**config.mk**
```make
export PLATFORM = sky130hd
export DESIGN_NAME = i2c_target
export DESIGN_NICKNAME = d
export VERILOG_FILES = /design/src/rtl/i2c_target.sv
export SDC_FILE = /design/constraint.sdc
export NUM_CORES = 1
export LEC_CHECK = 0
export CAP_MARGIN = 10
export CORE_UTILIZATION = 39
export CTS_CLUSTER_DIAMETER = 60
export DETAILED_ROUTE_END_ITERATION = 6
export PLACE_DENSITY_LB_ADDON = 0.3
export SYNTH_ARGS = -nofsm -noshare
export SYNTH_HDL_FRONTEND = slang
export SYNTH_SLANG_ARGS = --single-unit
```
**constraint.sdc**
```tcl
create_clock -name ref_clk -period 4.9 [get_ports ref_clk]
set_input_delay 0.49 -clock ref_clk [delete_from_list [all_inputs] [get_ports ref_clk]]
set_output_delay 0.49 -clock ref_clk [all_outputs]
set_load 0.02 [all_outputs]
```
**src/rtl/i2c_target.sv**
```systemverilog
// i2c_target: 7-bit address I2C target with oversampled SCL/SDA, open-drain SDA
// via output-enable, byte-wide write delivery and read-data request handshake.
//
// state     | meaning
// ----------+-----------------------------------------------------------
// IDLE      | bus free, waiting for START
// ADDR      | shifting in address byte (7-bit address + R/W)
// ADDR_ACK  | driving ACK for our address, then entering WR or RD
// WR        | shifting in a data byte from the master
// WR_ACK    | driving ACK for a received data byte
// RD        | driving a data byte out on SDA
// RD_ACK    | sampling master ACK/NACK, requesting the next byte on ACK
// IGNORE    | not addressed (or NACKed), waiting for START or STOP
module i2c_target #(
    parameter logic [6:0] ADDR        = 7'h42,
    parameter int         SYNC_STAGES = 2
) (
    input  logic       ref_clk,
    input  logic       reset,
    input  logic       scl_in,
    input  logic       sda_in,
    output logic       sda_oe,
    output logic [7:0] rx_data,
    output logic       rx_valid,
    output logic       rx_first,
    input  logic [7:0] tx_data,
    output logic       tx_req,
    output logic       busy,
    output logic       addr_match
);

    typedef enum logic [2:0] {
        S_IDLE, S_ADDR, S_ADDR_ACK, S_WR, S_WR_ACK, S_RD, S_RD_ACK, S_IGNORE
    } state_t;

    logic [SYNC_STAGES-1:0] scl_sync_q, sda_sync_q;
    logic                   scl_hist_q, sda_hist_q;
    logic                   scl_s, sda_s;
    logic                   scl_rise, scl_fall, start_ev, stop_ev;

    state_t     state_q, state_d;
    logic [3:0] cnt_q, cnt_d;
    logic [7:0] shift_q, shift_d;
    logic       rw_q, rw_d;
    logic       phase_q, phase_d;
    logic       first_q, first_d;
    logic       oe_q, oe_d;
    logic [7:0] rx_data_q, rx_data_d;
    logic       rx_valid_q, rx_valid_d;
    logic       rx_first_q, rx_first_d;
    logic       tx_req_q, tx_req_d;
    logic       busy_q, busy_d;
    logic       am_q, am_d;
    logic [7:0] byte_in;

    // Synchronizer chain plus history flop; idle bus level is high.
    always_ff @(posedge ref_clk) begin
        if (!reset) begin
            scl_sync_q <= '1;
            sda_sync_q <= '1;
            scl_hist_q <= 1'b1;
            sda_hist_q <= 1'b1;
        end else begin
            scl_sync_q <= {scl_sync_q[SYNC_STAGES-2:0], scl_in};
            sda_sync_q <= {sda_sync_q[SYNC_STAGES-2:0], sda_in};
            scl_hist_q <= scl_s;
            sda_hist_q <= sda_s;
        end
    end

    assign scl_s    = scl_sync_q[SYNC_STAGES-1];
    assign sda_s    = sda_sync_q[SYNC_STAGES-1];
    assign scl_rise = scl_s & ~scl_hist_q;
    assign scl_fall = ~scl_s & scl_hist_q;
    assign start_ev = sda_hist_q & ~sda_s & scl_s;
    assign stop_ev  = ~sda_hist_q & sda_s & scl_s;
    assign byte_in  = {shift_q[6:0], sda_s};

    // State and datapath registers.
    always_ff @(posedge ref_clk) begin
        if (!reset) begin
            state_q    <= S_IDLE;
            cnt_q      <= 4'd0;
            shift_q    <= 8'h00;
            rw_q       <= 1'b0;
            phase_q    <= 1'b0;
            first_q    <= 1'b0;
            oe_q       <= 1'b0;
            rx_data_q  <= 8'h00;
            rx_valid_q <= 1'b0;
            rx_first_q <= 1'b0;
            tx_req_q   <= 1'b0;
            busy_q     <= 1'b0;
            am_q       <= 1'b0;
        end else begin
            state_q    <= state_d;
            cnt_q      <= cnt_d;
            shift_q    <= shift_d;
            rw_q       <= rw_d;
            phase_q    <= phase_d;
            first_q    <= first_d;
            oe_q       <= oe_d;
            rx_data_q  <= rx_data_d;
            rx_valid_q <= rx_valid_d;
            rx_first_q <= rx_first_d;
            tx_req_q   <= tx_req_d;
            busy_q     <= busy_d;
            am_q       <= am_d;
        end
    end

    // Next-state logic; START/STOP override every state, START first.
    // phase_q marks the second half of an ACK slot (ACK driven / master ACK seen).
    always_comb begin
        state_d    = state_q;
        cnt_d      = cnt_q;
        shift_d    = shift_q;
        rw_d       = rw_q;
        phase_d    = phase_q;
        first_d    = first_q;
        oe_d       = oe_q;
        rx_data_d  = rx_data_q;
        rx_valid_d = 1'b0;
        rx_first_d = rx_first_q;
        tx_req_d   = 1'b0;
        busy_d     = busy_q;
        am_d       = am_q;
        if (start_ev) begin
            state_d = S_ADDR;
            cnt_d   = 4'd0;
            phase_d = 1'b0;
            oe_d    = 1'b0;
            am_d    = 1'b0;
            busy_d  = 1'b1;
        end else if (stop_ev) begin
            state_d = S_IDLE;
            cnt_d   = 4'd0;
            phase_d = 1'b0;
            oe_d    = 1'b0;
            am_d    = 1'b0;
            busy_d  = 1'b0;
        end else begin
            case (state_q)
                S_IDLE: ;
                S_ADDR: begin
                    if (scl_rise) begin
                        shift_d = byte_in;
                        cnt_d   = cnt_q + 4'd1;
                        if (cnt_q == 4'd7) begin
                            phase_d = 1'b0;
                            rw_d    = byte_in[0];
                            state_d = (byte_in[7:1] == ADDR) ? S_ADDR_ACK : S_IGNORE;
                        end
                    end
                end
                S_ADDR_ACK: begin
                    if (scl_fall && !phase_q) begin
                        oe_d    = 1'b1;
                        am_d    = 1'b1;
                        phase_d = 1'b1;
                    end else if (scl_rise && phase_q && rw_q) begin
                        tx_req_d = 1'b1;
                    end else if (scl_fall && phase_q) begin
                        phase_d = 1'b0;
                        if (rw_q) begin
                            shift_d = {tx_data[6:0], 1'b0};
                            oe_d    = ~tx_data[7];
                            cnt_d   = 4'd1;
                            state_d = S_RD;
                        end else begin
                            oe_d    = 1'b0;
                            cnt_d   = 4'd0;
                            first_d = 1'b1;
                            state_d = S_WR;
                        end
                    end
                end
                S_WR: begin
                    if (scl_rise) begin
                        shift_d = byte_in;
                        cnt_d   = cnt_q + 4'd1;
                        if (cnt_q == 4'd7) begin
                            rx_data_d  = byte_in;
                            rx_valid_d = 1'b1;
                            rx_first_d = first_q;
                            first_d    = 1'b0;
                            phase_d    = 1'b0;
                            state_d    = S_WR_ACK;
                        end
                    end
                end
                S_WR_ACK: begin
                    if (scl_fall) begin
                        if (!phase_q) begin
                            oe_d    = 1'b1;
                            phase_d = 1'b1;
                        end else begin
                            oe_d    = 1'b0;
                            phase_d = 1'b0;
                            cnt_d   = 4'd0;
                            state_d = S_WR;
                        end
                    end
                end
                S_RD: begin
                    if (scl_fall) begin
                        if (cnt_q == 4'd8) begin
                            oe_d    = 1'b0;
                            phase_d = 1'b0;
                            state_d = S_RD_ACK;
                        end else begin
                            oe_d    = ~shift_q[7];
                            shift_d = {shift_q[6:0], 1'b0};
                            cnt_d   = cnt_q + 4'd1;
                        end
                    end
                end
                S_RD_ACK: begin
                    if (scl_rise && !phase_q) begin
                        if (!sda_s) begin
                            tx_req_d = 1'b1;
                            phase_d  = 1'b1;
                        end else begin
                            oe_d    = 1'b0;
                            state_d = S_IGNORE;
                        end
                    end else if (scl_fall && phase_q) begin
                        phase_d = 1'b0;
                        shift_d = {tx_data[6:0], 1'b0};
                        oe_d    = ~tx_data[7];
                        cnt_d   = 4'd1;
                        state_d = S_RD;
                    end
                end
                S_IGNORE: oe_d = 1'b0;
                default:  state_d = S_IDLE;
            endcase
        end
    end

    assign sda_oe     = oe_q;
    assign rx_data    = rx_data_q;
    assign rx_valid   = rx_valid_q;
    assign rx_first   = rx_first_q;
    assign tx_req     = tx_req_q;
    assign busy       = busy_q;
    assign addr_match = am_q;

endmodule

```
### Yosys cells after proc, flatten, opt, wreduce, memory -nomap -nowiden

Cells that the tools add are included.
Widths: inputs -> output; s select.

| word-level totals | value |
|---|---|
| output and inout port bits | 14 |
| register bits | 38 |
| logic and storage cells | 184 |

| cells by class | value |
|---|---|
| equal/unequal tests | 46 |
| add/sub/neg operators | 1 |
| reduce and logical (&&, ||, !) cells | 26 |
| mux-type cells | 76 |
| bitwise gates (word level) | 17 |

Operator list:

| kind | number |
|---|---|
| $mux 8 | 9 |
| $mux 3 | 16 |
| $ne 4x4->1 const B | 11 |
| $mux 4 | 10 |
| $mux 1 | 34 |
| $ne 2x2->1 const B | 16 |
| $pmux 8 s4 | 1 |
| $reduce_and 14->1 | 2 |
| $pmux 4 s5 | 1 |
| $pmux 3 s6 | 1 |
| $ne 3x3->1 const B | 5 |
| $eq 3x3->1 const B | 4 |
| $reduce_and 12->1 | 1 |
| $not 1->1 | 11 |
| $reduce_and 11->1 | 1 |
| $ne 5x5->1 const B | 2 |
| $pmux 1 s5 | 2 |
| $reduce_and 5->1 | 2 |
| $reduce_bool 5->1 | 2 |
| $reduce_and 9->1 | 1 |
| $reduce_and 8->1 | 1 |
| $reduce_bool 8->1 | 1 |
| $eq 7x7->1 const B | 1 |
| $reduce_and 7->1 | 1 |
| other kinds (17) | 30 |

### Logic depth before layout (Yosys ltp)

Gate-level depths: netlist (run 1).

| logic depth | value |
|---|---|
| depth after elaboration | 9 |
| depth in mapped cells | 8 |

### Least setup slack after synthesis (run 1)

OpenSTA, ideal clock, no wires.

| path | value |
|---|---|
| path type | register to register |
| start | reg cnt_q[0] |
| end | reg state_q[0] |
| path buffers | 0 |
| library setup time | 0.135 ns |
| path slack | 3.203 ns |
| clock period less this slack | 1.697 ns |
| cell stages (with the launch flop) | 8 |
| arrival time | 1.562 ns |
| path through | dfxtp_1 inv_1 ha_1 nand3b_1 and2b_2 a311o_1 a221oi_1 a311oi_1 |

| on the way | value |
|---|---|
| longest elaborated chain between the ends | 3 |
| elaborated cells on any way between the ends | 6 |

RTL lines:

| element | line | RTL |
|---|---|---|
| start, declared | 42 | `logic [3:0] cnt_q, cnt_d;` |
| start signal, assigned | 97 | `cnt_q <= cnt_d;` |
| $eq 4x4->1 or $eq 4x3->1 (tied branches) | 207, 149, 182 |  |
| $ne 4x4->1 (no source line) | n/a |  |
| $reduce_and 14->1 (no source line) (*) | n/a |  |
| end signal, assigned | 96 | `state_q <= state_d;` |
| end, declared | 41 | `state_t state_q, state_d;` |

Mark *: on every way between the ends. The rest lies on a longest branch, timed or not.
A chain may end at the register's enable or synchronous reset.

### Worst setup path after layout (run 1)

| path | value |
|---|---|
| start | reg state_q[2] |
| end | reg shift_q[5] |

| on the way | value |
|---|---|
| longest elaborated chain between the ends | 4 |
| elaborated cells on any way between the ends | 18 |

RTL lines:

| element | line | RTL |
|---|---|---|
| $eq 3x2->1 or $eq 3x1->1 (tied branches) | 143 | `case (state_q)` |
| $reduce_or 2->1 (no source line) | n/a |  |
| $reduce_bool 4->1 (no source line) or $ne 2x1->1 (tied branches) | n/a |  |
| $reduce_and 12->1 (no source line) | n/a |  |
| end signal, assigned | 98 | `shift_q <= shift_d;` |
| end, declared | 43 | `logic [7:0] shift_q, shift_d;` |

Parallel ways exist; a longest one is shown, timed or not.

==> flow_summary.html, run 1 <==
<table>
<tr><th>Metric</th><th>Value</th></tr>
<tr><th colspan="2">Run status</th></tr>
<tr><td>Outcome</td><td>completed</td></tr>
<tr><th colspan="2">Timing</th></tr>
<tr><td>Final setup vio count</td><td>0</td></tr>
<tr><td>Clock Skew</td><td>0.00409 ns</td></tr>
<tr><td>Worst-margin pin slew</td><td>between 0.8 and 0.9 ns</td></tr>
<tr><td>Min Clock Period, post-route</td><td>2.41 ns</td></tr>
<tr><td>Unrepaired setup endpoints after global routing</td><td>false</td></tr>
<tr><td>Max Transition Viols Final</td><td>0</td></tr>
<tr><td>Timing-limited maximum frequency</td><td>~420 MHz</td></tr>
<tr><td>Final setup TNS</td><td>0 ns</td></tr>
<tr><td>Final hold violation count</td><td>0</td></tr>
<tr><td>Fraction of the cycle the final worst path needs</td><td>0.491</td></tr>
<tr><td>Worst Hold Margin</td><td>0.416 ns</td></tr>
<tr><td>Slew headroom</td><td>0.452</td></tr>
<tr><th colspan="2">Power and ir drop</th></tr>
<tr><td>Power density relative to cell area</td><td>279 nW/um^2</td></tr>
<tr><td>Switching power</td><td>0.147 mW</td></tr>
<tr><td>Total power</td><td>between 0.6 and 0.7 mW</td></tr>
<tr><td>Part of the total power dissipated in sequential elements</td><td>0.469</td></tr>
<tr><td>Share of total power in combinational logic</td><td>0.058</td></tr>
<tr><td>Switching Share</td><td>0.216</td></tr>
<tr><td>Leakage component of the power</td><td>0.890 nW</td></tr>
<tr><td>Largest voltage drop on the vdd net</td><td>about 0.15 mV</td></tr>
<tr><td>Internal power consumption</td><td>~0.53 mW</td></tr>
<tr><td>Share of power burned in the clock network</td><td>0.473</td></tr>
<tr><th colspan="2">Yosys</th></tr>
<tr><td>Mapped Area</td><td>2060 um^2</td></tr>
<tr><td>Dominant synthesized flop cell</td><td>sky130_fd_sc_hd__dfxtp_1</td></tr>
<tr><td>Netlist cell types</td><td>57</td></tr>
<tr><td>Number of enable-type register cells in the synthesized netlist</td><td>0</td></tr>
<tr><td>Async SR Flop Fraction</td><td>0</td></tr>
<tr><td>Synthesized netlist cell count</td><td>244</td></tr>
<tr><td>Mean cell area of the mapped netlist</td><td>8.45 um^2</td></tr>
<tr><td>Seq/Total Area, Yosys</td><td>0.369</td></tr>
<tr><td>YS warnings</td><td>0</td></tr>
<tr><td>Number of nets in the synthesized netlist</td><td>between 200 and 300</td></tr>
<tr><td>Number of register bits inferred by synthesis</td><td>38</td></tr>
<tr><th colspan="2">Flow run</th></tr>
<tr><td>Number of max-cap violations</td><td>0</td></tr>
<tr><th colspan="2">Setup path</th></tr>
<tr><td>Kind of end point of the critical path</td><td>register</td></tr>
<tr><td>CP arrival</td><td>2.60 ns</td></tr>
<tr><td>Launching instance or port of the critical path</td><td>state_q[2]</td></tr>
<tr><td>Kind of start point of the critical path</td><td>register</td></tr>
<tr><td>Classification of the worst setup path</td><td>reg2reg</td></tr>
<tr><td>CP Data Required Time</td><td>between 5 and 6 ns</td></tr>
<tr><td>Cell count of the worst reg-to-reg path</td><td>5</td></tr>
<tr><td>Reg2reg setup slack</td><td>2.49 ns</td></tr>
<tr><td>Worst-path fanout max</td><td>26</td></tr>
<tr><td>End of the worst register-to-register path</td><td>shift_q[5]</td></tr>
<tr><td>Critical register-to-register path startpoint</td><td>state_q[2]</td></tr>
<tr><th colspan="2">Final layout</th></tr>
<tr><td>Area delta synth-&gt;final</td><td>18.3%</td></tr>
<tr><td>Layout filler cell count</td><td>around 500</td></tr>
<tr><td>Commonest non-fill, non-tap cells in the layout</td><td>38 x sky130_fd_sc_hd__dfxtp_1, 31 x sky130_fd_sc_hd__nor2_1, 25 x sky130_fd_sc_hd__clkdlybuf4s50_1, 24 x sky130_fd_sc_hd__nand2_1, 12 x sky130_fd_sc_hd__mux2i_1</td></tr>
<tr><td>Most common library cell in the layout ignoring fill and taps</td><td>sky130_fd_sc_hd__dfxtp_1</td></tr>
<tr><td>Antenna fix cells</td><td>0</td></tr>
<tr><td>Design area</td><td>2440 um^2</td></tr>
<tr><td>Final instance count without filler cells</td><td>331</td></tr>
<tr><td>Number of nets in the layout</td><td>274</td></tr>
<tr><td>Share of layout cells above drive strength 1</td><td>0.0766</td></tr>
<tr><th colspan="2">GRT</th></tr>
<tr><td>All-Layer GR Usage</td><td>0.193</td></tr>
<tr><td>Number of antenna violations at the first check in global routing</td><td>0</td></tr>
<tr><td>Wire length of the first global-routing pass</td><td>8140 um</td></tr>
<tr><td>Via count of the first global-routing pass</td><td>around 1700</td></tr>
<tr><td>Grt total ovfl</td><td>0</td></tr>
<tr><td>Largest net degree at the start of global routing</td><td>27</td></tr>
<tr><th colspan="2">Clock tree</th></tr>
<tr><td>Clock latency reported for the late side of the worst-skew pair</td><td>a little under 0.3 ns</td></tr>
<tr><td>Number of hold-repair buffers added at the cts stage</td><td>0</td></tr>
<tr><td>Count of buffers added by post-CTS timing repair for setup</td><td>0</td></tr>
<tr><td>Clock tree from TritonCTS</td><td>yes</td></tr>
<tr><td>Num Clock Sinks</td><td>38</td></tr>
<tr><td>Inserted Clock Buffers</td><td>5</td></tr>
<tr><td>Post-CTS clock slew at the launch and capture registers of the worst setup and hold paths</td><td>0.08 ns</td></tr>
<tr><td>Resize count post-CTS</td><td>0</td></tr>
<tr><td>Number of H-tree levels</td><td>2</td></tr>
<tr><td>Clk buf depth</td><td>2</td></tr>
<tr><td>Buffer type at the clock tree root</td><td>sky130_fd_sc_hd__clkbuf_8</td></tr>
<tr><th colspan="2">Floorplanning</th></tr>
<tr><td>Total Die Area</td><td>5580 um^2</td></tr>
<tr><td>Number of cell rows</td><td>26</td></tr>
<tr><td>Initial Util</td><td>0.403</td></tr>
<tr><td>Placeable core region</td><td>5110 um^2</td></tr>
<tr><td>I/O pin count</td><td>26</td></tr>
<tr><td>Chip height</td><td>74.7 um</td></tr>
<tr><td>Die span in x</td><td>74.7 um</td></tr>
<tr><th colspan="2">Detailed routing</th></tr>
<tr><td>TritonRoute pass-1 iters</td><td>4</td></tr>
<tr><td>Routed length per placed instance</td><td>about 14 um</td></tr>
<tr><td>Count of routing violations after the opening detailed-route iteration</td><td>161</td></tr>
<tr><td>Via-per-instance ratio</td><td>between 5 and 6</td></tr>
<tr><td>Remaining routing DRC violations</td><td>0</td></tr>
<tr><td>Post-DRT Antenna Nets</td><td>0</td></tr>
<tr><td>Detailed-route wire length</td><td>4790 um</td></tr>
<tr><td>Count of vias placed by the detailed router</td><td>1783</td></tr>
<tr><th colspan="2">Placed design</th></tr>
<tr><td>Dpl hpwl</td><td>3230 um</td></tr>
<tr><td>Standard cell area after detailed placement</td><td>2300 um^2</td></tr>
<tr><td>Gp weighted congestion</td><td>roughly 0.80</td></tr>
<tr><td>Total of buffers placed on input and output ports</td><td>25</td></tr>
<tr><td>Number of instances in the placed design</td><td>323</td></tr>
<tr><th colspan="2">Hold path</th></tr>
<tr><td>Hold path depth</td><td>1</td></tr>
<tr><td>Type of the most critical hold path</td><td>reg2reg</td></tr>
<tr><td>Worst Hold Endpoint</td><td>scl_sync_q[1]</td></tr>
<tr><td>Startpoint of the most critical hold path</td><td>scl_sync_q[0]</td></tr>
</table>
==> synth_stat cells, drive strengths merged (3+ instances only) <==
| cell | count | area (um^2) |
|---|---|---|
| a211oi | 7 | 65.1 |
| a21oi | 10 | 50.1 |
| a311oi | 8 | 76.3 |
| and2b | 3 | 23.8 |
| buf | 10 | 76.3 |
| clkbuf | 6 | 22.5 |
| dfxtp | 38 | 761 |
| inv | 6 | 22.5 |
| mux2i | 12 | 120 |
| nand2 | 24 | 90.1 |
| nand2b | 9 | 56.3 |
| nand3 | 8 | 40.0 |
| nand3b | 4 | 30.0 |
| nor2 | 32 | 123 |
| nor3 | 4 | 20.0 |
| nor3b | 7 | 52.6 |
| o21ai | 12 | 60.1 |
| or2 | 4 | 25.0 |
==> sequential cells by signal, indices dropped and copies added, names as in the netlist, 2 cells and up <==
register and count:
rx_data 8, shift_q 8, cnt_q 4, state_q 3, scl_sync_q 2, sda_sync_q 2
==> through the flow <==
step	util	setup slack, ns
6_report	0.477	2.49
5_1_grt	0.477	2.25
4_1_cts	0.477	2.48
3_5_place_dp	0.450	2.53
3_3_place_gp	0.450	2.66
2_1_floorplan	-	3.20
==> power groups by stage <==
stage | combinational [mW] | sequential, mW | clock (mW)
4_1_cts | 0.0400 | 0.319 | 0.327
3_5_place_dp | 0.0398 | 0.326 | 0
3_3_place_gp | 0.0397 | 0.326 | 0
2_1_floorplan | 0.0280 | 0.322 | 0
5_1_grt | 0.0448 | 0.320 | 0.343
6_report | 0.0397 | 0.319 | 0.322
==> critical path, cell delays in order (launching register included) <==
cell                       delay (ns)
sky130_fd_sc_hd__dfxtp_1         0.86
sky130_fd_sc_hd__and4bb_1        0.33
sky130_fd_sc_hd__o21ai_1         0.12
sky130_fd_sc_hd__a211oi_4        0.65
sky130_fd_sc_hd__nor2_1          0.09
sky130_fd_sc_hd__a311oi_1        0.26
==> logic make-up after synthesis <==
group / after synthesis / share of synthesized area
and+or+nand+nor: 109 / 0.278
DFF: 38 / 0.369
xor gates and xnor gates: 2 / 0.00850
muxes: 12 / 0.0583
AOI/OAI and AO/OA: 58 / 0.213
adders and majority gates: 2 / 0.0121
buffers and inverters: 23 / 0.0607
==> area by class of cell <==
type,count,area [um^2],share of cell area
inverters,7,26.3,0.0108
well taps,70,87.6,0.0359
clock inverters,3,68.8,0.0282
clock buffers,5,68.8,0.0282
multi-input cells,183,1170,0.482
repair buffers,25,250,0.103
flip-flops and latches,38,761,0.312
==> routing by layer <==
| layer | routed length, um | GRT usage |
|---|---|---|
| met5 | 0 | 0 |
| met4 | 88 | 0.0797 |
| met3 | 193 | 0.0509 |
| met2 | 2120 | 0.294 |
| met1 | 2390 | 0.258 |
==> worst max-delay path by stage <==
stage | to
final | shift_q[5]
after global routing | shift_q[5]
after CTS | shift_q[5]
after detailed placement | shift_q[3]
after global placement | shift_q[2]
after floorplan | state_q[0]
(Power assumes the default switching activity.)
==> inputs of run 2 (changes only) <==
Clock period 4.9 ns to 2.1 ns, I/O delays scaled along.
==> run 2 against run 1 <==
Net effect: design area rose by 3.5%; die area did not move; clock skew rose by 0.0075 ns; clock power rose by 99%; worst setup slack got worse by 2.4 ns; first-iteration DRC count fell by 9.9%.
==> flow_summary.html, run 2 (synthesis gave the netlist of run 1 again) <==
<table>
<tr><th>Metric</th><th>Value</th></tr>
<tr><th colspan="2">Run status</th></tr>
<tr><td>Outcome</td><td>completed (unchanged)</td></tr>
<tr><th colspan="2">Power and ir drop</th></tr>
<tr><td>Power density relative to cell area</td><td>590 nW/um^2 (was 279 nW/um^2)</td></tr>
<tr><td>Total power</td><td>1.49 mW (was 0.681 mW)</td></tr>
<tr><td>Largest voltage drop on the vdd net</td><td>0.388 mV (was 0.150 mV)</td></tr>
<tr><td>Leakage component of the power</td><td>0.954 nW (was 0.890 nW)</td></tr>
<tr><th colspan="2">Floorplanning</th></tr>
<tr><td>Initial Util</td><td>0.403 (unchanged)</td></tr>
<tr><td>Total Die Area</td><td>5580 um^2 (unchanged)</td></tr>
<tr><td>I/O pin count</td><td>26 (unchanged)</td></tr>
<tr><td>Chip height</td><td>74.7 um (unchanged)</td></tr>
<tr><td>Die span in x</td><td>74.7 um (unchanged)</td></tr>
<tr><td>Number of cell rows</td><td>26 (unchanged)</td></tr>
<tr><td>Placeable core region</td><td>5110 um^2 (unchanged)</td></tr>
<tr><th colspan="2">Flow run</th></tr>
<tr><td>Number of max-cap violations</td><td>0 (unchanged)</td></tr>
<tr><th colspan="2">Setup path</th></tr>
<tr><td>End of the worst register-to-register path</td><td>state_q[0] (was shift_q[5])</td></tr>
<tr><td>Cell count of the worst reg-to-reg path</td><td>5 (unchanged)</td></tr>
<tr><td>CP Data Required Time</td><td>2.31 ns (was 5.09 ns)</td></tr>
<tr><td>CP arrival</td><td>2.20 ns (was 2.60 ns)</td></tr>
<tr><td>Critical register-to-register path startpoint</td><td>state_q[2] (unchanged)</td></tr>
<tr><td>Kind of start point of the critical path</td><td>register (unchanged)</td></tr>
<tr><td>Worst-path fanout max</td><td>13 (was 26)</td></tr>
<tr><td>Cell-by-cell trace of the critical path</td><td>and4bb_2 -&gt; a211oi_1 -&gt; a311o_1 -&gt; a221oi_1 -&gt; a311oi_1 (was and4bb_1 -&gt; o21ai_1 -&gt; a211oi_4 -&gt; nor2_1 -&gt; a311oi_1)</td></tr>
<tr><td>Reg2reg setup slack</td><td>0.11 ns (was 2.49 ns)</td></tr>
<tr><td>Classification of the worst setup path</td><td>reg2reg (unchanged)</td></tr>
<tr><td>Slowest-stage cell, CP</td><td>sky130_fd_sc_hd__dfxtp_1 (unchanged)</td></tr>
<tr><td>Kind of end point of the critical path</td><td>register (unchanged)</td></tr>
<tr><td>Biggest cell delay along the critical path</td><td>0.60 ns (was 0.86 ns)</td></tr>
<tr><th colspan="2">Timing</th></tr>
<tr><td>Unrepaired setup endpoints after global routing</td><td>false (unchanged)</td></tr>
<tr><td>Final hold violation count</td><td>0 (unchanged)</td></tr>
<tr><td>Fraction of the cycle the final worst path needs</td><td>0.949 (was 0.491)</td></tr>
<tr><td>Max Transition Viols Final</td><td>0 (unchanged)</td></tr>
<tr><td>Timing-limited maximum frequency</td><td>502 MHz (was 415 MHz)</td></tr>
<tr><td>Final setup TNS</td><td>0 ns (unchanged)</td></tr>
<tr><td>Clock Skew</td><td>0.0116 ns (was 0.00409 ns)</td></tr>
<tr><td>Slew headroom</td><td>0.570 (was 0.452)</td></tr>
<tr><td>Min Clock Period, post-route</td><td>1.99 ns (was 2.41 ns)</td></tr>
<tr><td>Final setup vio count</td><td>0 (unchanged)</td></tr>
<tr><td>Worst-margin pin slew</td><td>0.644 ns (was 0.821 ns)</td></tr>
<tr><th colspan="2">Final layout</th></tr>
<tr><td>Final instance count without filler cells</td><td>344 (was 331)</td></tr>
<tr><td>Design area</td><td>2520 um^2 (was 2440 um^2)</td></tr>
<tr><td>Commonest non-fill, non-tap cells in the layout</td><td>38 x sky130_fd_sc_hd__dfxtp_1, 31 x sky130_fd_sc_hd__nor2_1, 25 x sky130_fd_sc_hd__clkdlybuf4s50_1, 24 x sky130_fd_sc_hd__nand2_1, 14 x sky130_fd_sc_hd__buf_4 (was 38 x sky130_fd_sc_hd__dfxtp_1, 31 x sky130_fd_sc_hd__nor2_1, 25 x sky130_fd_sc_hd__clkdlybuf4s50_1, 24 x sky130_fd_sc_hd__nand2_1, 12 x sky130_fd_sc_hd__mux2i_1)</td></tr>
<tr><td>Share of layout cells above drive strength 1</td><td>0.128 (was 0.0766)</td></tr>
<tr><td>Core occupancy in the finished layout</td><td>0.494 (was 0.477)</td></tr>
<tr><td>Number of nets in the layout</td><td>288 (was 274)</td></tr>
<tr><td>Antenna fix cells</td><td>0 (unchanged)</td></tr>
<tr><td>Most common library cell in the layout ignoring fill and taps</td><td>sky130_fd_sc_hd__dfxtp_1 (unchanged)</td></tr>
<tr><td>Area delta synth-&gt;final</td><td>22.5% (was 18.3%)</td></tr>
<tr><th colspan="2">Hold path</th></tr>
<tr><td>Worst Hold Endpoint</td><td>sda_sync_q[1] (was scl_sync_q[1])</td></tr>
<tr><td>Startpoint of the most critical hold path</td><td>sda_sync_q[0] (was scl_sync_q[0])</td></tr>
<tr><td>Type of the most critical hold path</td><td>reg2reg (unchanged)</td></tr>
<tr><td>Hold path depth</td><td>1 (unchanged)</td></tr>
<tr><th colspan="2">GRT</th></tr>
<tr><td>Wire length of the first global-routing pass</td><td>8520 um (was 8140 um)</td></tr>
<tr><td>Largest net degree at the start of global routing</td><td>21 (was 27)</td></tr>
<tr><td>Number of antenna violations at the first check in global routing</td><td>0 (unchanged)</td></tr>
<tr><td>Via count of the first global-routing pass</td><td>1762 (was 1691)</td></tr>
<tr><td>All-Layer GR Usage</td><td>0.205 (was 0.193)</td></tr>
<tr><td>Grt total ovfl</td><td>0 (unchanged)</td></tr>
<tr><th colspan="2">Clock tree</th></tr>
<tr><td>Buffer type at the clock tree root</td><td>sky130_fd_sc_hd__clkbuf_8 (unchanged)</td></tr>
<tr><td>Num Clock Sinks</td><td>38 (unchanged)</td></tr>
<tr><td>Resize count post-CTS</td><td>0 (unchanged)</td></tr>
<tr><td>Clock tree from TritonCTS</td><td>yes (unchanged)</td></tr>
<tr><td>Inserted Clock Buffers</td><td>5 (unchanged)</td></tr>
<tr><td>Count of buffers added by post-CTS timing repair for setup</td><td>0 (unchanged)</td></tr>
<tr><td>Number of hold-repair buffers added at the cts stage</td><td>0 (unchanged)</td></tr>
<tr><td>Post-CTS clock slew at the launch and capture registers of the worst setup and hold paths</td><td>0.08 ns (about the same)</td></tr>
<tr><td>Clock latency reported for the late side of the worst-skew pair</td><td>0.30 ns (was 0.29 ns)</td></tr>
<tr><td>Clk buf depth</td><td>2 (unchanged)</td></tr>
<tr><td>Number of H-tree levels</td><td>2 (unchanged)</td></tr>
<tr><th colspan="2">Placed design</th></tr>
<tr><td>Gp weighted congestion</td><td>0.909 (was 0.803)</td></tr>
<tr><td>Total of buffers placed on input and output ports</td><td>25 (unchanged)</td></tr>
<tr><td>Number of instances in the placed design</td><td>337 (was 323)</td></tr>
<tr><td>Standard cell area after detailed placement</td><td>2400 um^2 (was 2300 um^2)</td></tr>
<tr><td>Dpl hpwl</td><td>3530 um (was 3230 um)</td></tr>
<tr><th colspan="2">Detailed routing</th></tr>
<tr><td>Routed length per placed instance</td><td>14.7 um (was 14.5 um)</td></tr>
<tr><td>TritonRoute pass-1 iters</td><td>4 (unchanged)</td></tr>
<tr><td>Remaining routing DRC violations</td><td>0 (unchanged)</td></tr>
<tr><td>Via-per-instance ratio</td><td>5.39 (about the same)</td></tr>
<tr><td>Count of vias placed by the detailed router</td><td>1855 (was 1783)</td></tr>
<tr><td>Detailed-route wire length</td><td>5050 um (was 4790 um)</td></tr>
<tr><td>Post-DRT Antenna Nets</td><td>0 (unchanged)</td></tr>
<tr><td>Count of routing violations after the opening detailed-route iteration</td><td>145 (was 161)</td></tr>
</table>
==> run 2: changes by cell type in the layout (fill, tap and decap cells not counted), sizes merged <==
cell	previous run	this run
clkinv	2	1
buf	0	14
clkbuf	5	6
bufinv	2	1
==> run 2: stage by stage <==
step	setup slack, ns	hold slack, ns
5_1_grt	0.00575	0.463
2_1_floorplan	0.403	0.311
6_report	0.108	0.412
4_1_cts	0.152	0.417
3_5_place_dp	0.164	0.399
3_3_place_gp	0.220	0.391
==> run 2: power by group <==
group	total, mW	leakage (nW)	switching (mW)	internal (mW)
clock	0.642	0.0573	0.262	0.380
combinational	0.103	0.589	0.0555	0.0476
sequential	0.743	0.308	0.0145	0.728
==> run 2: cell type report <==
class	instances	area, um^2
multi-input cells	183	1180
inverters	7	26.3
repair buffers	39	355
well taps	70	87.6
clock buffers	6	82.6
fillers	515	2580
flip-flops and latches	38	761
clock inverters	1	30.0
==> run 2: critical path, delay by kind of cell (launching register included) <==
family / cells / cell delay, ns
AOI/OAI and AO/OA: 4 / 0.98
DFF: 1 / 0.60
and+or+nand+nor: 1 / 0.31
==> run 2: routing by layer <==
layer	share of wire	global-route usage	vias up
met5	0	0	-
met4	0.022	0.0943	0
met3	0.062	0.0535	10
met2	0.44	0.311	62
met1	0.48	0.273	854
li1	-	-	929
==> run 2: worst max-delay path by stage <==
stage	from	to	slack (ns)	cells after the start
4_1_cts	scl_sync_q[1]	state_q[0]	0.15	5
6_report	state_q[2]	state_q[0]	0.11	5
3_5_place_dp	scl_sync_q[1]	state_q[0]	0.16	5
2_1_floorplan	cnt_q[0]	state_q[0]	0.40	7
3_3_place_gp	state_q[2]	first_q	0.22	7
5_1_grt	state_q[2]	shift_q[7]	0.006	7
==> inputs of run 3 (changes only) <==
Settings changed: DONT_BUFFER_PORTS set to 1, SETUP_SLACK_MARGIN set to 0.2.
==> run 3 against run 2 <==
Net effect: routed wire length shrank 5.0%; combinational power shrank 21%; largest power group unchanged; critical path type unchanged; worst setup slack gained 0.18 ns; clock skew shrank 0.0055 ns; first-iteration DRC count shrank 12%.
==> flow_summary.html, run 3 (synthesis gave the netlist of run 1 again) <==
<table>
<tr><th>Metric</th><th>Value</th></tr>
<tr><th colspan="2">Hold path</th></tr>
<tr><td>Hold path depth</td><td>1 (unchanged)</td></tr>
<tr><td>Startpoint of the most critical hold path</td><td>scl_in (was sda_sync_q[0])</td></tr>
<tr><td>Type of the most critical hold path</td><td>in2reg (was reg2reg)</td></tr>
<tr><td>Worst Hold Endpoint</td><td>scl_sync_q[0] (was sda_sync_q[1])</td></tr>
<tr><th colspan="2">Final layout</th></tr>
<tr><td>Final instance count without filler cells</td><td>321 (was 344)</td></tr>
<tr><td>Number of nets in the layout</td><td>264 (was 288)</td></tr>
<tr><td>Layout filler cell count</td><td>507 (was 515)</td></tr>
<tr><td>Area delta synth-&gt;final</td><td>11.7% (was 22.5%)</td></tr>
<tr><td>Core occupancy in the finished layout</td><td>0.451 (was 0.494)</td></tr>
<tr><td>Most common library cell in the layout ignoring fill and taps</td><td>sky130_fd_sc_hd__dfxtp_1 (unchanged)</td></tr>
<tr><td>Commonest non-fill, non-tap cells in the layout</td><td>33 x sky130_fd_sc_hd__dfxtp_1, 30 x sky130_fd_sc_hd__nor2_1, 24 x sky130_fd_sc_hd__nand2_1, 13 x sky130_fd_sc_hd__buf_4, 12 x sky130_fd_sc_hd__mux2i_1 (was 38 x sky130_fd_sc_hd__dfxtp_1, 31 x sky130_fd_sc_hd__nor2_1, 25 x sky130_fd_sc_hd__clkdlybuf4s50_1, 24 x sky130_fd_sc_hd__nand2_1, 14 x sky130_fd_sc_hd__buf_4)</td></tr>
<tr><td>Antenna fix cells</td><td>0 (unchanged)</td></tr>
<tr><td>Share of layout cells above drive strength 1</td><td>0.183 (was 0.128)</td></tr>
<tr><td>Design area</td><td>2300 um^2 (was 2520 um^2)</td></tr>
<tr><th colspan="2">Setup path</th></tr>
<tr><td>Biggest cell delay along the critical path</td><td>0.41 ns (was 0.60 ns)</td></tr>
<tr><td>Slowest-stage cell, CP</td><td>sky130_fd_sc_hd__a311o_1 (was sky130_fd_sc_hd__dfxtp_1)</td></tr>
<tr><td>Cell-by-cell trace of the critical path</td><td>ha_1 -&gt; and3b_2 -&gt; a211oi_2 -&gt; a311o_1 -&gt; a221oi_2 -&gt; a311oi_1 (was and4bb_2 -&gt; a211oi_1 -&gt; a311o_1 -&gt; a221oi_1 -&gt; a311oi_1)</td></tr>
<tr><td>Kind of end point of the critical path</td><td>register (unchanged)</td></tr>
<tr><td>End of the worst register-to-register path</td><td>state_q[0] (unchanged)</td></tr>
<tr><td>Cell count of the worst reg-to-reg path</td><td>6 (was 5)</td></tr>
<tr><td>Classification of the worst setup path</td><td>reg2reg (unchanged)</td></tr>
<tr><td>CP Data Required Time</td><td>2.25 ns (was 2.31 ns)</td></tr>
<tr><td>Reg2reg setup slack</td><td>0.29 ns (was 0.11 ns)</td></tr>
<tr><td>Kind of start point of the critical path</td><td>register (unchanged)</td></tr>
<tr><td>CP arrival</td><td>1.96 ns (was 2.20 ns)</td></tr>
<tr><td>Critical register-to-register path startpoint</td><td>cnt_q[0] (was state_q[2])</td></tr>
<tr><td>Worst-path fanout max</td><td>6 (was 13)</td></tr>
<tr><th colspan="2">Power and ir drop</th></tr>
<tr><td>Total power</td><td>1.37 mW (was 1.49 mW)</td></tr>
<tr><td>Leakage component of the power</td><td>0.859 nW (was 0.954 nW)</td></tr>
<tr><td>Power density relative to cell area</td><td>594 nW/um^2 (was 590 nW/um^2)</td></tr>
<tr><td>Largest voltage drop on the vdd net</td><td>0.365 mV (was 0.388 mV)</td></tr>
<tr><th colspan="2">Timing</th></tr>
<tr><td>Final setup vio count</td><td>0 (unchanged)</td></tr>
<tr><td>Slew headroom</td><td>0.566 (was 0.570)</td></tr>
<tr><td>Final hold violation count</td><td>0 (unchanged)</td></tr>
<tr><td>Max Transition Viols Final</td><td>0 (unchanged)</td></tr>
<tr><td>Worst-margin pin slew</td><td>0.651 ns (was 0.644 ns)</td></tr>
<tr><td>Final setup TNS</td><td>0 ns (unchanged)</td></tr>
<tr><td>Clock Skew</td><td>0.00605 ns (was 0.0116 ns)</td></tr>
<tr><td>Worst Hold Margin</td><td>0.0183 ns (was 0.412 ns)</td></tr>
<tr><td>Unrepaired setup endpoints after global routing</td><td>true (was false)</td></tr>
<tr><td>Min Clock Period, post-route</td><td>1.81 ns (was 1.99 ns)</td></tr>
<tr><td>Timing-limited maximum frequency</td><td>552 MHz (was 502 MHz)</td></tr>
<tr><td>Fraction of the cycle the final worst path needs</td><td>0.862 (was 0.949)</td></tr>
<tr><td>Final WS setup</td><td>0.290 ns (was 0.108 ns)</td></tr>
<tr><th colspan="2">GRT</th></tr>
<tr><td>Largest net degree at the start of global routing</td><td>21 (unchanged)</td></tr>
<tr><td>Number of antenna violations at the first check in global routing</td><td>0 (unchanged)</td></tr>
<tr><td>Grt total ovfl</td><td>0 (unchanged)</td></tr>
<tr><td>Via count of the first global-routing pass</td><td>1626 (was 1762)</td></tr>
<tr><td>All-Layer GR Usage</td><td>0.187 (was 0.205)</td></tr>
<tr><td>Wire length of the first global-routing pass</td><td>7910 um (was 8520 um)</td></tr>
<tr><th colspan="2">Floorplanning</th></tr>
<tr><td>I/O pin count</td><td>26 (unchanged)</td></tr>
<tr><td>Number of cell rows</td><td>26 (unchanged)</td></tr>
<tr><td>Total Die Area</td><td>5580 um^2 (unchanged)</td></tr>
<tr><td>Initial Util</td><td>0.403 (unchanged)</td></tr>
<tr><td>Placeable core region</td><td>5110 um^2 (unchanged)</td></tr>
<tr><td>Chip height</td><td>74.7 um (unchanged)</td></tr>
<tr><td>Die span in x</td><td>74.7 um (unchanged)</td></tr>
<tr><th colspan="2">Detailed routing</th></tr>
<tr><td>TritonRoute pass-1 iters</td><td>4 (unchanged)</td></tr>
<tr><td>Detailed-route wire length</td><td>4790 um (was 5050 um)</td></tr>
<tr><td>Count of routing violations after the opening detailed-route iteration</td><td>127 (was 145)</td></tr>
<tr><td>Routed length per placed instance</td><td>14.9 um (was 14.7 um)</td></tr>
<tr><td>Via-per-instance ratio</td><td>5.54 (was 5.39)</td></tr>
<tr><td>Count of vias placed by the detailed router</td><td>1777 (was 1855)</td></tr>
<tr><td>Remaining routing DRC violations</td><td>0 (unchanged)</td></tr>
<tr><td>Post-DRT Antenna Nets</td><td>0 (unchanged)</td></tr>
<tr><th colspan="2">Clock tree</th></tr>
<tr><td>Inserted Clock Buffers</td><td>5 (unchanged)</td></tr>
<tr><td>Buffer type at the clock tree root</td><td>sky130_fd_sc_hd__clkbuf_8 (unchanged)</td></tr>
<tr><td>Number of H-tree levels</td><td>2 (unchanged)</td></tr>
<tr><td>Clk buf depth</td><td>2 (unchanged)</td></tr>
<tr><td>Clock latency reported for the late side of the worst-skew pair</td><td>0.29 ns (was 0.30 ns)</td></tr>
<tr><td>Count of buffers added by post-CTS timing repair for setup</td><td>0 (unchanged)</td></tr>
<tr><td>Clock tree from TritonCTS</td><td>yes (unchanged)</td></tr>
<tr><td>Num Clock Sinks</td><td>38 (unchanged)</td></tr>
<tr><td>Post-CTS clock slew at the launch and capture registers of the worst setup and hold paths</td><td>0.08 ns (about the same)</td></tr>
<tr><th colspan="2">Placed design</th></tr>
<tr><td>Setup slack at placement</td><td>0.218 ns (was 0.164 ns)</td></tr>
<tr><td>Total of buffers placed on input and output ports</td><td>0 (was 25)</td></tr>
<tr><td>Number of instances in the placed design</td><td>312 (was 337)</td></tr>
<tr><td>Gp weighted congestion</td><td>0.938 (was 0.909)</td></tr>
<tr><td>Standard cell area after detailed placement</td><td>2170 um^2 (was 2400 um^2)</td></tr>
<tr><td>Dpl hpwl</td><td>3400 um (was 3530 um)</td></tr>
<tr><th colspan="2">Flow run</th></tr>
<tr><td>Number of max-cap violations</td><td>0 (unchanged)</td></tr>
<tr><th colspan="2">Run status</th></tr>
<tr><td>Outcome</td><td>completed (unchanged)</td></tr>
</table>
-- run 3: worst max-delay path: cells and delay by family, from the launching register on --
family | cells | cell delay [ns]
adders and majority gates | 1 | 0.19
AOI/OAI and AO/OA | 4 | 0.86
and+or+nand+nor | 1 | 0.24
DFF | 1 | 0.38
-- run 3: power breakdown --
part | total, mW | switching (mW) | internal (mW)
clock network | 0.543 | 0.278 | 0.264
logic | 0.0813 | 0.0508 | 0.0305
registers | 0.743 | 0.0140 | 0.729
-- run 3: metal layers --
layer / share of wire / wire (um) / global-route usage
met2: 0.46 / 2200 / 0.299
met5: 0 / 0 / 0
met4: 0.0035 / 17 / 0.0629
met3: 0.067 / 320 / 0.0469
met1: 0.47 / 2250 / 0.248
-- run 3: cell type report --
type | count | area [um^2] | share of cell area
inverter | 7 | 26.3 | 0.0114
sequential | 38 | 767 | 0.333
clock inverter | 2 | 12.5 | 0.00543
clock buffer | 6 | 82.6 | 0.0359
timing repair buffer | 15 | 128 | 0.0554
multi-input combinational | 183 | 1200 | 0.521
tap | 70 | 87.6 | 0.0380
-- run 3: worst max-delay path by stage --
stage,endpoint,cells after the start,start,slack [ns]
after global placement,state_q[0],6,state_q[2],0.22
after global routing,shift_q[5],7,state_q[1],0.19
after floorplan,state_q[0],7,cnt_q[0],0.40
after detailed placement,state_q[0],6,state_q[2],0.22
after CTS,state_q[0],5,state_q[0],0.21
final,state_q[0],6,cnt_q[0],0.29
-- run 3: timing repair --
action	4_1_cts	5_1_grt
resized for setup	0	13
endpoints found under the hold margin	6	0
hold buffers	1	0
endpoints found under the setup margin	0	14
